<file path="config.mk">
export PLATFORM = sky130hd
export DESIGN_NAME = div_unit_flat
export DESIGN_NICKNAME = d
export VERILOG_FILES = /design/src/rtl/div_unit_pkg.sv /design/src/rtl/div_unit_if.sv /design/src/rtl/div_step.sv /design/src/rtl/div_unit.sv /design/src/flat_wrapper.sv
export SDC_FILE = /design/constraint.sdc
export NUM_CORES = 1
export LEC_CHECK = 0
export BUFFER_PORTS_ARGS = -buffer_cell sky130_fd_sc_hd__buf_2
export CAP_MARGIN = 20
export CORE_UTILIZATION = 55
export CTS_BUF_LIST = sky130_fd_sc_hd__clkbuf_4
export CTS_CLUSTER_DIAMETER = 150
export CTS_CLUSTER_SIZE = 40
export DETAILED_ROUTE_END_ITERATION = 6
export PLACE_DENSITY = 0.81
export RECOVER_POWER = 100
export SLEW_MARGIN = 15
export SYNTH_ARGS = -nofsm -noshare
export SYNTH_HDL_FRONTEND = slang
export SYNTH_SLANG_ARGS = --single-unit
</file>
<file path="constraint.sdc">
create_clock -name clk -period 6.82 [get_ports clk]
set_input_delay 0.682 -clock clk [delete_from_list [all_inputs] [get_ports clk]]
set_output_delay 0.682 -clock clk [all_outputs]
set_load 0.005 [all_outputs]
</file>
<file path="src/rtl/div_unit_pkg.sv">
// Shared types and encodings for the multi-cycle divider.
package div_unit_pkg;

    localparam int unsigned DATA_W = 32;

    typedef enum logic [1:0] {
        DivFree   = 2'b00,
        DivByZero = 2'b01,
        DivOn     = 2'b10,
        DivEnd    = 2'b11
    } div_state_e;

    localparam logic DivResultReady    = 1'b1;
    localparam logic DivResultNotReady = 1'b0;
    localparam logic DivStart          = 1'b1;
    localparam logic DivStop           = 1'b0;

    // {remainder, quotient} as handed back to HI/LO
    typedef logic [2*DATA_W-1:0] double_reg_bus_t;

endpackage

</file>
<file path="src/rtl/div_unit_if.sv">
// Request/result bundle between the EX stage and the divider.
interface div_unit_if #(
    parameter int unsigned WIDTH = 32
);
    logic               signed_div_i;
    logic [WIDTH-1:0]   opdata1_i;
    logic [WIDTH-1:0]   opdata2_i;
    logic               start_i;
    logic               annul_i;
    logic [2*WIDTH-1:0] result_o;
    logic               ready_o;

    modport master (
        output signed_div_i, opdata1_i, opdata2_i, start_i, annul_i,
        input  result_o, ready_o
    );

    modport slave (
        input  signed_div_i, opdata1_i, opdata2_i, start_i, annul_i,
        output result_o, ready_o
    );
endinterface

</file>
<file path="src/rtl/div_step.sv">
// One restoring-division iteration: shift R:Q left, trial-subtract D, set quotient bit.
module div_step #(
    parameter int unsigned WIDTH = 32
) (
    input  logic [WIDTH:0]   r_i,
    input  logic [WIDTH-1:0] q_i,
    input  logic [WIDTH-1:0] d_i,
    output logic [WIDTH-1:0] r_o,
    output logic [WIDTH-1:0] q_o
);
    logic [WIDTH+1:0] r_shift;
    logic [WIDTH:0]   diff;
    logic             no_borrow;

    always_comb begin
        r_shift = {r_i, q_i[WIDTH-1]};
        diff    = r_shift[WIDTH:0] - {1'b0, d_i};
        // With the shifted-in top bit set the trial always fits; otherwise diff's MSB is the borrow.
        no_borrow = ~r_shift[WIDTH+1] & (r_shift[WIDTH] | ~diff[WIDTH]);
        r_o = no_borrow ? diff[WIDTH-1:0] : r_shift[WIDTH-1:0];
        q_o = {q_i[WIDTH-2:0], no_borrow};
    end
endmodule

</file>
<file path="src/rtl/div_unit.sv">
// Radix-2 restoring divider for DIV/DIVU with sequencing FSM, annul and sign fix-up.
module div_unit
    import div_unit_pkg::*;
#(
    parameter int unsigned WIDTH = 32
) (
    input  logic       clk,
    input  logic       rst,
    div_unit_if.slave  bus
);
    localparam int unsigned CNT_W = $clog2(WIDTH) + 1;
    localparam int unsigned RES_W = 2 * WIDTH;

    div_state_e       state_q, state_d;
    logic [WIDTH:0]   r_q, r_d;
    logic [WIDTH-1:0] q_q, q_d;
    logic [WIDTH-1:0] d_q, d_d;
    logic [CNT_W-1:0] cnt_q, cnt_d;
    logic             neg_quo_q, neg_quo_d;
    logic             neg_rem_q, neg_rem_d;
    logic [RES_W-1:0] result_q, result_d;
    logic             ready_q, ready_d;

    logic [WIDTH-1:0] r_nxt, q_nxt;
    logic [WIDTH-1:0] op1_mag, op2_mag;
    logic [WIDTH-1:0] quo_fix, rem_fix;

    div_step #(.WIDTH(WIDTH)) u_step (
        .r_i (r_q),
        .q_i (q_q),
        .d_i (d_q),
        .r_o (r_nxt),
        .q_o (q_nxt)
    );

    // Operand magnitudes; the most negative value maps onto its own unsigned pattern.
    always_comb begin
        op1_mag = (bus.signed_div_i && bus.opdata1_i[WIDTH-1]) ? WIDTH'(0) - bus.opdata1_i
                                                               : bus.opdata1_i;
        op2_mag = (bus.signed_div_i && bus.opdata2_i[WIDTH-1]) ? WIDTH'(0) - bus.opdata2_i
                                                               : bus.opdata2_i;
        quo_fix = neg_quo_q ? WIDTH'(0) - q_nxt : q_nxt;
        rem_fix = neg_rem_q ? WIDTH'(0) - r_nxt : r_nxt;
    end

    always_comb begin
        state_d   = state_q;
        r_d       = r_q;
        q_d       = q_q;
        d_d       = d_q;
        cnt_d     = cnt_q;
        neg_quo_d = neg_quo_q;
        neg_rem_d = neg_rem_q;
        result_d  = result_q;
        ready_d   = ready_q;

        case (state_q)
            DivFree: begin
                result_d = '0;
                ready_d  = DivResultNotReady;
                if (bus.start_i == DivStart && !bus.annul_i) begin
                    if (bus.opdata2_i == '0) begin
                        state_d = DivByZero;
                    end else begin
                        state_d   = DivOn;
                        neg_quo_d = bus.signed_div_i &
                                    (bus.opdata1_i[WIDTH-1] ^ bus.opdata2_i[WIDTH-1]);
                        neg_rem_d = bus.signed_div_i & bus.opdata1_i[WIDTH-1];
                        q_d       = op1_mag;
                        d_d       = op2_mag;
                        r_d       = '0;
                        cnt_d     = '0;
                    end
                end
            end
            DivByZero: begin
                state_d  = DivEnd;
                result_d = '0;
                ready_d  = DivResultReady;
            end
            DivOn: begin
                if (bus.annul_i) begin
                    state_d  = DivFree;
                    result_d = '0;
                    ready_d  = DivResultNotReady;
                end else begin
                    r_d   = {1'b0, r_nxt};
                    q_d   = q_nxt;
                    cnt_d = cnt_q + CNT_W'(1);
                    if (cnt_q == CNT_W'(WIDTH - 1)) begin
                        state_d  = DivEnd;
                        result_d = {rem_fix, quo_fix};
                        ready_d  = DivResultReady;
                    end
                end
            end
            DivEnd: begin
                if (bus.start_i == DivStop) begin
                    state_d  = DivFree;
                    result_d = '0;
                    ready_d  = DivResultNotReady;
                end
            end
            default: begin
                state_d = DivFree;
            end
        endcase
    end

    always_ff @(posedge clk or negedge rst) begin
        if (!rst) begin
            state_q   <= DivFree;
            r_q       <= '0;
            q_q       <= '0;
            d_q       <= '0;
            cnt_q     <= '0;
            neg_quo_q <= 1'b0;
            neg_rem_q <= 1'b0;
            result_q  <= '0;
            ready_q   <= 1'b0;
        end else begin
            state_q   <= state_d;
            r_q       <= r_d;
            q_q       <= q_d;
            d_q       <= d_d;
            cnt_q     <= cnt_d;
            neg_quo_q <= neg_quo_d;
            neg_rem_q <= neg_rem_d;
            result_q  <= result_d;
            ready_q   <= ready_d;
        end
    end

    assign bus.result_o = result_q;
    assign bus.ready_o  = ready_q;

endmodule
</file>
<file path="src/flat_wrapper.sv">
// flat-port wrapper written by rule: the top's interface ports become plain ports
module div_unit_flat import div_unit_pkg::*;
#(
    parameter int unsigned WIDTH = 32
)
  (clk, rst, bus_signed_div_i, bus_opdata1_i, bus_opdata2_i, bus_start_i, bus_annul_i, bus_result_o, bus_ready_o);
  div_unit_if #(.WIDTH(WIDTH)) bus_i ();
  input  logic clk;
  input  logic rst;
  input wire logic [$bits(bus_i.signed_div_i)-1:0] bus_signed_div_i;
  input wire logic [$bits(bus_i.opdata1_i)-1:0] bus_opdata1_i;
  input wire logic [$bits(bus_i.opdata2_i)-1:0] bus_opdata2_i;
  input wire logic [$bits(bus_i.start_i)-1:0] bus_start_i;
  input wire logic [$bits(bus_i.annul_i)-1:0] bus_annul_i;
  output wire logic [$bits(bus_i.result_o)-1:0] bus_result_o;
  output wire logic [$bits(bus_i.ready_o)-1:0] bus_ready_o;
  assign bus_i.signed_div_i = bus_signed_div_i;
  assign bus_i.opdata1_i = bus_opdata1_i;
  assign bus_i.opdata2_i = bus_opdata2_i;
  assign bus_i.start_i = bus_start_i;
  assign bus_i.annul_i = bus_annul_i;
  assign bus_result_o = bus_i.result_o;
  assign bus_ready_o = bus_i.ready_o;
  div_unit #(.WIDTH(WIDTH)) u_core (.clk(clk), .rst(rst), .bus(bus_i));
endmodule
</file>
# --- After elaboration in Yosys (flattened, before gate mapping) ---
# Index checks and enable logic that the tools add are counted.
# Widths: inputs -> output; s select.
classes:
  n_addsub: 6
  n_eq_ne: 9
  n_mux: 31
  bitwise: 8
  reduce_logical: 12
ops:
  columns: ["cell", "count"]
  rows:
  - ["$mux 32", 8]
  - ["$mux 64", 3]
  - ["$pmux 64 s3", 1]
  - ["$sub 1x32->32 const A", 4]
  - ["$mux 33", 3]
  - ["$pmux 33 s2", 1]
  - ["$pmux 32 s2", 1]
  - ["$sub 33x32->33", 1]
  - ["$logic_not 32->1", 1]
  - ["$mux 6", 3]
  - ["$pmux 6 s2", 1]
  - ["$mux 2", 5]
  - ["$pmux 2 s4", 1]
  - ["$add 6x1->6 const B", 1]
  - ["$eq 6x5->1 const B", 1]
  - ["$ne 2x2->1 const B", 3]
  - ["$reduce_and 3->1", 2]
  - ["$eq 2x2->1 const B", 2]
  - ["$pmux 1 s4", 1]
  - ["$reduce_and 4->1", 1]
  - ["$and 1x1->1", 3]
  - ["$logic_and 1x1->1", 3]
  - ["$mux 1", 3]
  - ["$ne 3x2->1 const B", 1]
  - ["other kinds (10)", 12]
totals:
  reg_bits: 172
  input_bits: 69
  output_inout_bits: 65
  elab_cells: 75

# --- Depth between registers and ports, before layout ---
# Gate-level depths: netlist of run 1.
depth:
  ltp_word: 10
  mapped_depth: 22
  ltp_nobuf: 19

# --- Cells and area by module ---
# From an unflattened synthesis of run 1, not the netlist that was laid out.
hier_totals:
  cells_unflattened: 1410
  area_unflattened_um2: 11715.0
modules_own_cells:
  columns: ["mod", "instances", "cells_per_inst", "area_per_inst_um2", "seq_area_each_um2"]
  rows:
  - ["div_unit", 1, 1070, 9429.0, 4279.1]
  - ["div_step", 1, 340, 2285.9, 0.0]

# --- Worst setup path before layout of run 1 ---
# No wires, ideal clock.
synth_timing:
  path_type: "register to register"
  from: "reg u_core.d_q[0]"
  to: "reg u_core.result_q[62], in the netlist u_core.bus.result_o[62]"
  setup_ns: 0.129
  arrival_time_ns: 4.913
  required_time_ns: 6.691
  setup_slack_ns: 1.778
  stages_incl_launch_ff: 22
  path_buffers: 3
  period_less_slack_ns: 5.042
  cell_sequence: "dfrtp_1 -> ha_1 -> fa_1 -> nand2b_1 -> a21oi_1 -> o211ai_1 -> nand2_1 -> a21bo_1 -> clkbuf_1 -> clkbuf_1 -> clkbuf_1 -> nand2_1 -> o21ai_0 -> ha_1 -> or4b_2 -> nor2_1 -> and3_1 -> a31o_2 -> nand4_1 -> o41ai_1 -> xor2_1 -> o21ai_1"
synth_between:
  elab_chain_cells: 10
synth_lines:
  columns: ["item", "line_no", "source"]
  rows:
  - ["start: declaration", "div_unit.sv:17", "logic [WIDTH-1:0] d_q, d_d;"]
  - ["start signal: assignment", "div_unit.sv:115", "d_q <= '0;"]
  - ["start signal: assignment", "div_unit.sv:125", "d_q <= d_d;"]
  - ["$sub 33x32->33 *", "div_step.sv:17", "diff = r_shift[WIDTH:0] - {1'b0, d_i};"]
  - ["$not 1->1", "div_step.sv:19", "no_borrow = ~r_shift[WIDTH+1] & (r_shift[WIDTH] | ~diff[WIDTH]);"]
  - ["$or 1x1->1", "div_step.sv:19", null]
  - ["$and 1x1->1", "div_step.sv:19", null]
  - ["$mux 32 *", "div_step.sv:20", "r_o = no_borrow ? diff[WIDTH-1:0] : r_shift[WIDTH-1:0];"]
  - ["$sub 1x32->32", "div_unit.sv:43", "rem_fix = neg_rem_q ? WIDTH'(0) - r_nxt : r_nxt;"]
  - ["$mux 32 *", "div_unit.sv:43", null]
  - ["$mux 64 *", "div_unit.sv:90", "if (cnt_q == CNT_W'(WIDTH - 1)) begin"]
  - ["$mux 64 *", "div_unit.sv:82", "if (bus.annul_i) begin"]
  - ["$pmux 64 s3 *", "div_unit.sv:57", "case (state_q)"]
  - ["end signal: assignment", "div_unit.sv:129", "result_q <= result_d;"]
  - ["end: declaration", "div_unit.sv:21", "logic [RES_W-1:0] result_q, result_d;"]
# Every way passes the cells marked *; elsewhere a longest branch is shown, timed or not. The select of a mux whose other input is x is not followed.
# A chain may end at the register's enable or synchronous reset.

# --- Final worst setup path of run 1 ---
layout_timing:
  from: "reg u_core.state_q[0]"
  to: "reg u_core.result_q[57], in the netlist u_core.bus.result_o[57]"
layout_between:
  elab_chain_cells: 3
  word_cells_on_any_way: 9
  classes_between: "eq/ne (5); mux (1); reduce/logical (3)"
layout_lines:
  columns: ["item", "line_no", "source"]
  rows:
  - ["start: declaration", "div_unit.sv:14", "div_state_e state_q, state_d;"]
  - ["start signal: assignment", "div_unit.sv:112", "state_q <= DivFree;"]
  - ["start signal: assignment", "div_unit.sv:122", "state_q <= state_d;"]
  - ["$eq 2x1->1, or another cell as far along", "div_unit.sv:57", null]
  - ["$reduce_or 2->1 (no line), or another cell as far along", null, null]
  - ["$pmux 64 s3 or $reduce_and 2->1 (tied branches)", null, null]
# Several ways; a longest one is shown, not always the timed one.

==> summary.txt, run 1 <==
Timing
  – Setup ws final: 1.477 ns
  – Clk_skew: 0.03411 ns
  – Fin crit share: 0.7834
  – Worst Tran Pin Value: 3.949 ns
  – Hold Worst Slack: 0.1550 ns
  – RSZ-0062 raised after global routing: no
  – Fin Setup TNS: 0 ns
  – Final hold vios: 0
  – Final setup violation count: 0
  – Max-slew headroom: -1.632
  – Minimum clock period: 5.343 ns
  – Slew Viols, Final: 296
  – Max Clk Rate: 187.2 MHz

Setup path
  – CP endpoint kind: flip-flop
  – CP max FO: 74
  – Crit-path slowest cell: clkbuf_1
  – Cell-by-cell trace of the critical path: inv_1 -> ha_1 -> buf_4 -> nand2b_1 -> o21ai_4 -> clkbuf_1 -> a221oi_1 -> o41ai_2 -> a21o_1
  – Crit Path Class: reg -> reg
  – R2R depth: 9
  – Delay of the slowest cell on the worst path: 2.29 ns
  – Startpoint Class: flip-flop
  – Req. time, crit path: 7.36 ns
  – Arr. time, crit path: 5.88 ns
  – Register-to-register setup slack: 1.48 ns

Yosys
  – Post-synthesis cell type count: 78
  – Yosys warnings: 0
  – Post-synthesis simple-gate area fraction: 0.1988
  – Top cells by count, synth: nand2_1, o21ai_0, dfrtp_1
  – Post-synthesis sequential area ratio: 0.3539
  – Dominant synthesized flop cell: dfrtp_1
  – Netlist Area Pre-Place: 0.01209 mm^2
  – Main combinational cell family by area after synthesis: compound AO/OA/AOI/OAI gates
  – Compound-Gate Fraction of Synth Area: 0.2488
  – XOR/XNOR Fraction of Synth Area: 0.09560
  – #FFs+latches synth: 171
  – Synth async-reset ratio: 1.000
  – Post-Synthesis Cells: 1516
  – Area contributors post-synth: dfrtp_1, o21ai_0, nand2_1, xor2_1, a21oi_1
  – Post-synthesis mux area share: 0.01273
  – Mapped Nets: 1628
  – Yosys top cell by area: dfrtp_1
  – Mean Syn Cell Area: 7.977 um^2
  – Synth top area share: 0.3539
  – Number of flops mapped to enable cells by yosys: 0
  – Area share of fa/ha/maj cells after synthesis: 0.04511
  – Count leader, synth: nand2_1

Die
  – Die area: 0.02258 mm^2
  – Row cnt: 53
  – Die width: 150.3 um
  – Io pins: 134
  – Die Y: 150.3 um
  – Initial core utilization: 0.5681
  – Core region area: 0.02129 mm^2

Detailed routing
  – Final wirelength: 34360 um
  – Wire per inst: 18.23 um
  – Met2 WL: 15480 um
  – Via-to-Cell Ratio: 6.110
  – Highest routed layer: met4
  – DRT Pass-1 Iters: 7
  – Met3 WL post-DR: 2295 um
  – Iter 0 DRT Violations: 975
  – M1 WL: 15430 um
  – DR vias: 11518
  – Drt drc: 0
  – Final ANT Viol Nets: 0

CTS
  – Clock root buffer master: clkbuf_4
  – Cts hold-fix bufs: 0
  – CTS tree: done
  – Num CTS Buffers: 17
  – # Post-CTS Setup Buffers: 0
  – Post-CTS resize count: 0
  – H-tree depth: 4
  – Max clock buf depth: 2
  – Clock Sinks: 171
  – Worst-path clk slew: 0.18 ns
  – Worst-Skew Late Latency: 0.60 ns

Global routing
  – GR Overflow Total: 0
  – Number of global-route vias before repair: 10522
  – Largest net degree at the start of global routing: 101
  – GRT Util Overall: 0.3079
  – Antenna violations before repair: 1
  – First-pass GRT wire length: 54170 um

Finish
  – Fill count: 1919
  – Non-filler instance count after layout: 1885
  – Layout Utilization: 0.6150
  – Final nets: 1708
  – Area Growth Syn to Fin: 8.257%
  – Layout cells sized above 1: 0.09447

Power and ir drop
  – P_sw: 2.191 mW
  – Sequential power share: 0.335
  – Logic pwr share: 0.526
  – Power per cell area: 341.1 mW/mm^2
  – Peak VDD IR: 0.4565 mV
  – Pint: 2.274 mW
  – Net Sw Frac: 0.4907
  – Clk network pwr share: 0.139
  – Pleak: 5.763 nW

Status
  – Status: complete, but fails checks
  – Failing checks: capacitance limit, slew limit

Flow run
  – Max-cap violations: 4

Placed design
  – Pre-CTS setup slack: 1.807 ns
  – HPWL after DPL: 25570 um
  – PortBufs: 133
  – Routability cong.: 0.9777
  – Inst Count DP: 1852

Worst hold path
  – HP Class: in -> async
[routing by layer]
metal	global-route usage	vias up
li1	-	5532
met1	0.4231	5466
met2	0.4763	441
met3	0.05545	79
met4	0.1283	0
met5	0	-
[placed cells by master (no fill, tap or decap), drive strengths merged, types with 9 or more instances in the layout]
cell type,count
nand3,21
and3,14
or4,12
a21o,16
a211oi,13
o31ai,42
xor2,84
a21oi,126
ha,42
o21ai,195
nand2b,12
a22o,12
nor4,12
o41ai,17
clkbuf,69
nand2,239
nor2,118
a31oi,10
xnor2,48
nor3,31
mux2i,12
buf,92
or3,25
nand4,9
dfrtp,171
inv,64
[registers in the layout, indices dropped and copies added, names as in the netlist]
register             cells
u_core.bus.ready_o       1
u_core.bus.result_o     64
u_core.cnt_q             6
u_core.d_q              32
u_core.neg_quo_q         1
u_core.neg_rem_q         1
u_core.q_q              32
u_core.r_q              32
u_core.state_q           2
[worst max-delay path, delay by kind of cell, from the launching register on]
kind	cells	cell delay [ns]
AND/OR/NAND/NOR	1	0.53
AO/OA/AOI/OAI	4	1.03
flip-flops	1	0.45
adder cells (fa/ha/maj)	1	0.19
buffers and inverters	3	2.99
[worst paths after layout]
check / startpoint / end
setup / recovery: u_core.state_q[0]$_DFFE_PN0P_ / u_core.bus.result_o[57]$_DFFE_PN0P_
hold / removal: rst / u_core.d_q[16]$_DFFE_PN0P_
setup reg to reg: u_core.state_q[0]$_DFFE_PN0P_ / u_core.bus.result_o[57]$_DFFE_PN0P_
hold reg to reg: u_core.bus.result_o[6]$_DFFE_PN0P_ / u_core.bus.result_o[6]$_DFFE_PN0P_
max in group asynchronous: rst / u_core.r_q[17]$_DFFE_PN0P_
min in group clk: bus_opdata2_i[31] / u_core.d_q[31]$_DFFE_PN0P_
[final cells by class]
cell class / count / area (um^2) / area share
clock buffer: 18 / 135.1 / 0.01032
inverter: 58 / 217.7 / 0.01663
timing repair buffer: 143 / 673.1 / 0.05142
sequential: 171 / 4279 / 0.3269
tap: 275 / 344.1 / 0.02628
multi-input combinational: 1205 / 7284 / 0.5564
antenna: 1 / 2.502 / 0.0001911
clock inverter: 14 / 155.1 / 0.01185
[through the flow]
| stage | cell area [um^2] | power (mW) |
|---|---|---|
| 2_1_floorplan | 12090 | 3.214 |
| 3_3_place_gp | 12880 | 3.748 |
| 3_5_place_dp | 12880 | 3.817 |
| 4_1_cts | 13170 | 4.440 |
| 5_1_grt | 13090 | 4.807 |
| 6_report | 13090 | 4.465 |
[power by group through the flow]
stage	logic [mW]	registers (mW)	clock network, mW
after global routing	2.61	1.53	0.670
after CTS	2.32	1.49	0.631
final	2.35	1.50	0.621
after global placement	2.25	1.50	0
after floorplan	1.80	1.42	0
after detailed placement	2.31	1.51	0
[cell families after synthesis]
family / Yosys count
adder cells (fa/ha/maj): 43
flip-flops: 171
AND/OR/NAND/NOR: 528
XOR/XNOR: 132
multiplexers: 15
buffers and inverters: 140
AO/OA/AOI/OAI: 487
Power figures use the tool's default switching activity.
==> inputs of run 2 (changes only) <==
clock period = 5.3 ns   (was 6.82 ns; I/O delays follow)
==> summary.txt, run 2 (synthesized netlist as in run 1, its figures left out) <==
Placed design
  – HPWL after DPL: 25720 um
  – PortBufs: 133
  – Inst Count DP: 1856
  – Placed cell area: 0.01291 mm^2
  – Pre-CTS setup slack: 0.4457 ns
  – Routability cong.: 0.9017

Finish
  – Most common cell after layout, fill and taps aside: nand2_1
  – Final nets: 1713
  – Most frequent cells in the layout: nand2_1, o21ai_0, dfrtp_1
  – Max reg flops: 64
  – Post-route design area: 0.01309 mm^2
  – Non-filler instance count after layout: 1889
  – Area Growth Syn to Fin: 8.215%
  – Layout cells sized above 1: 0.09423
  – Layout Utilization: 0.6148
  – Fill count: 1983

Setup path
  – Arr. time, crit path: 5.46 ns
  – Register-to-register setup slack: 0.32 ns
  – CP dominant cell by count: ha_1
  – Crit Path Class: reg -> reg
  – Crit-path slowest cell: or4b_2
  – CP max FO: 9
  – Cell-by-cell trace of the critical path: ha_1 -> a21oi_2 -> o211ai_1 -> a221oi_2 -> nand2_1 -> a21bo_1 -> o21ai_0 -> ha_1 -> or4b_2 -> nor2_1 -> and3_1 -> a31o_2 -> nand4_1 -> o41ai_1 -> xor2_1 -> o21ai_1
  – Delay of the slowest cell on the worst path: 0.61 ns
  – Req. time, crit path: 5.78 ns
  – Startpoint Class: flip-flop
  – Kind of cell adding the most delay to the critical path: compound AO/OA/AOI/OAI gates
  – CP Buf/Inv Count: 0
  – CP endpoint kind: flip-flop

Timing
  – Clk_skew: 0.03169 ns
  – Setup ws final: 0.3193 ns
  – Max-slew headroom: -1.104
  – Final hold vios: 0
  – Worst Tran Pin Value: 3.156 ns
  – Final setup violation count: 0
  – Fin Setup TNS: 0 ns
  – Slew Viols, Final: 242
  – Fin crit share: 0.9398
  – Minimum clock period: 4.981 ns
  – Max Clk Rate: 200.8 MHz
  – RSZ-0062 raised after global routing: no

Detailed routing
  – Via-to-Cell Ratio: 6.047
  – Final wirelength: 34330 um
  – Iter 0 DRT Violations: 1034
  – Final ANT Viol Nets: 0
  – DR vias: 11423
  – Wire per inst: 18.17 um
  – Drt drc: 0
  – DRT Pass-1 Iters: 5

Global routing
  – First-pass GRT wire length: 55110 um
  – GR Overflow Total: 0
  – Largest net degree at the start of global routing: 75
  – Number of global-route vias before repair: 10446
  – GRT Util Overall: 0.3127
  – Antenna violations before repair: 1

Die
  – Die Y: 150.3 um
  – Initial core utilization: 0.5681
  – Core region area: 0.02129 mm^2
  – Die width: 150.3 um
  – Die area: 0.02258 mm^2
  – Row cnt: 53
  – Io pins: 134

CTS
  – H-tree depth: 4
  – Num CTS Buffers: 17
  – # Post-CTS Setup Buffers: 0
  – Post-CTS resize count: 0
  – Clock root buffer master: clkbuf_4
  – Worst-path clk slew: 0.17 ns
  – Max clock buf depth: 2
  – Clock Sinks: 171
  – CTS tree: done
  – Worst-Skew Late Latency: 0.61 ns

Flow run
  – Max-cap violations: 4

Status
  – Status: complete, but fails checks
  – Failing checks: capacitance limit, slew limit

Worst hold path
  – HP Class: in -> reg

Power and ir drop
  – Pleak: 5.761 nW
  – Power per cell area: 434.6 mW/mm^2
  – Peak VDD IR: 0.4863 mV
==> run 2: changes by cell type in the layout (fill, tap and decap cells not counted), moves of 2 or more <==
cell / before / now
clkbuf_1: 51 / 56
clkbuf_2: 0 / 5
buf_1: 2 / 0
buf_2: 82 / 80
clkinv_8: 1 / 3
inv_6: 3 / 5
==> run 2: final timing paths <==
path / from / endpoint / cells past startpoint
min reg2reg: u_core.bus.result_o[43]$_DFFE_PN0P_ / u_core.bus.result_o[43]$_DFFE_PN0P_ / 2
max: u_core.r_q[12]$_DFFE_PN0P_ / u_core.bus.result_o[60]$_DFFE_PN0P_ / 16
max in group asynchronous: rst / u_core.q_q[17]$_DFFE_PN0P_ / 3
min: bus_opdata2_i[31] / u_core.d_q[31]$_DFFE_PN0P_ / 3
min in group asynchronous: rst / u_core.d_q[28]$_DFFE_PN0P_ / 2
max reg2reg: u_core.r_q[12]$_DFFE_PN0P_ / u_core.bus.result_o[60]$_DFFE_PN0P_ / 16
==> run 2: layer usage <==
| layer | track usage | wire length, um | vias up |
|---|---|---|---|
| met5 | 0 | 0 | - |
| met4 | 0.1025 | 839 | 0 |
| met3 | 0.04545 | 2058 | 57 |
| met2 | 0.4793 | 15480 | 399 |
| met1 | 0.4517 | 15950 | 5421 |
| li1 | - | - | 5546 |
==> run 2: repair_timing <==
action                                 4_1_cts  5_1_grt
hold buffers                                 1        0
endpoints found under the hold margin       58        0
setup endpoints to repair                    0        0
==> run 2: area by class of cell <==
cell class | instances | area (um^2) | share of cell area
clock inverters | 14 | 151.4 | 0.01157
clock buffers | 17 | 127.6 | 0.009752
inverters | 58 | 217.7 | 0.01664
well taps | 275 | 344.1 | 0.02629
flip-flops and latches | 171 | 4279 | 0.3270
diodes | 1 | 2.502 | 0.0001912
repair buffers | 148 | 690.7 | 0.05278
multi-input cells | 1205 | 7273 | 0.5558
==> run 2: through the flow <==
step | total power [mW] | hold WS [ns]
2_1_floorplan | 4.136 | 0.2344
3_3_place_gp | 4.837 | 0.4580
3_5_place_dp | 4.908 | 0.4645
4_1_cts | 5.674 | 0.1973
5_1_grt | 6.144 | 0.2006
6_report | 5.688 | 0.2163
==> run 2: tightest hold or removal path, cell delays in order <==
cell     delay [ns]
buf_2          0.15
nand2_1        0.07
o21ai_0        0.06
==> run 2: report_power, final <==
group / switching (mW) / internal (mW)
Combinational: 1.93 / 1.06
Sequential: 0.338 / 1.60
Clock: 0.550 / 0.213
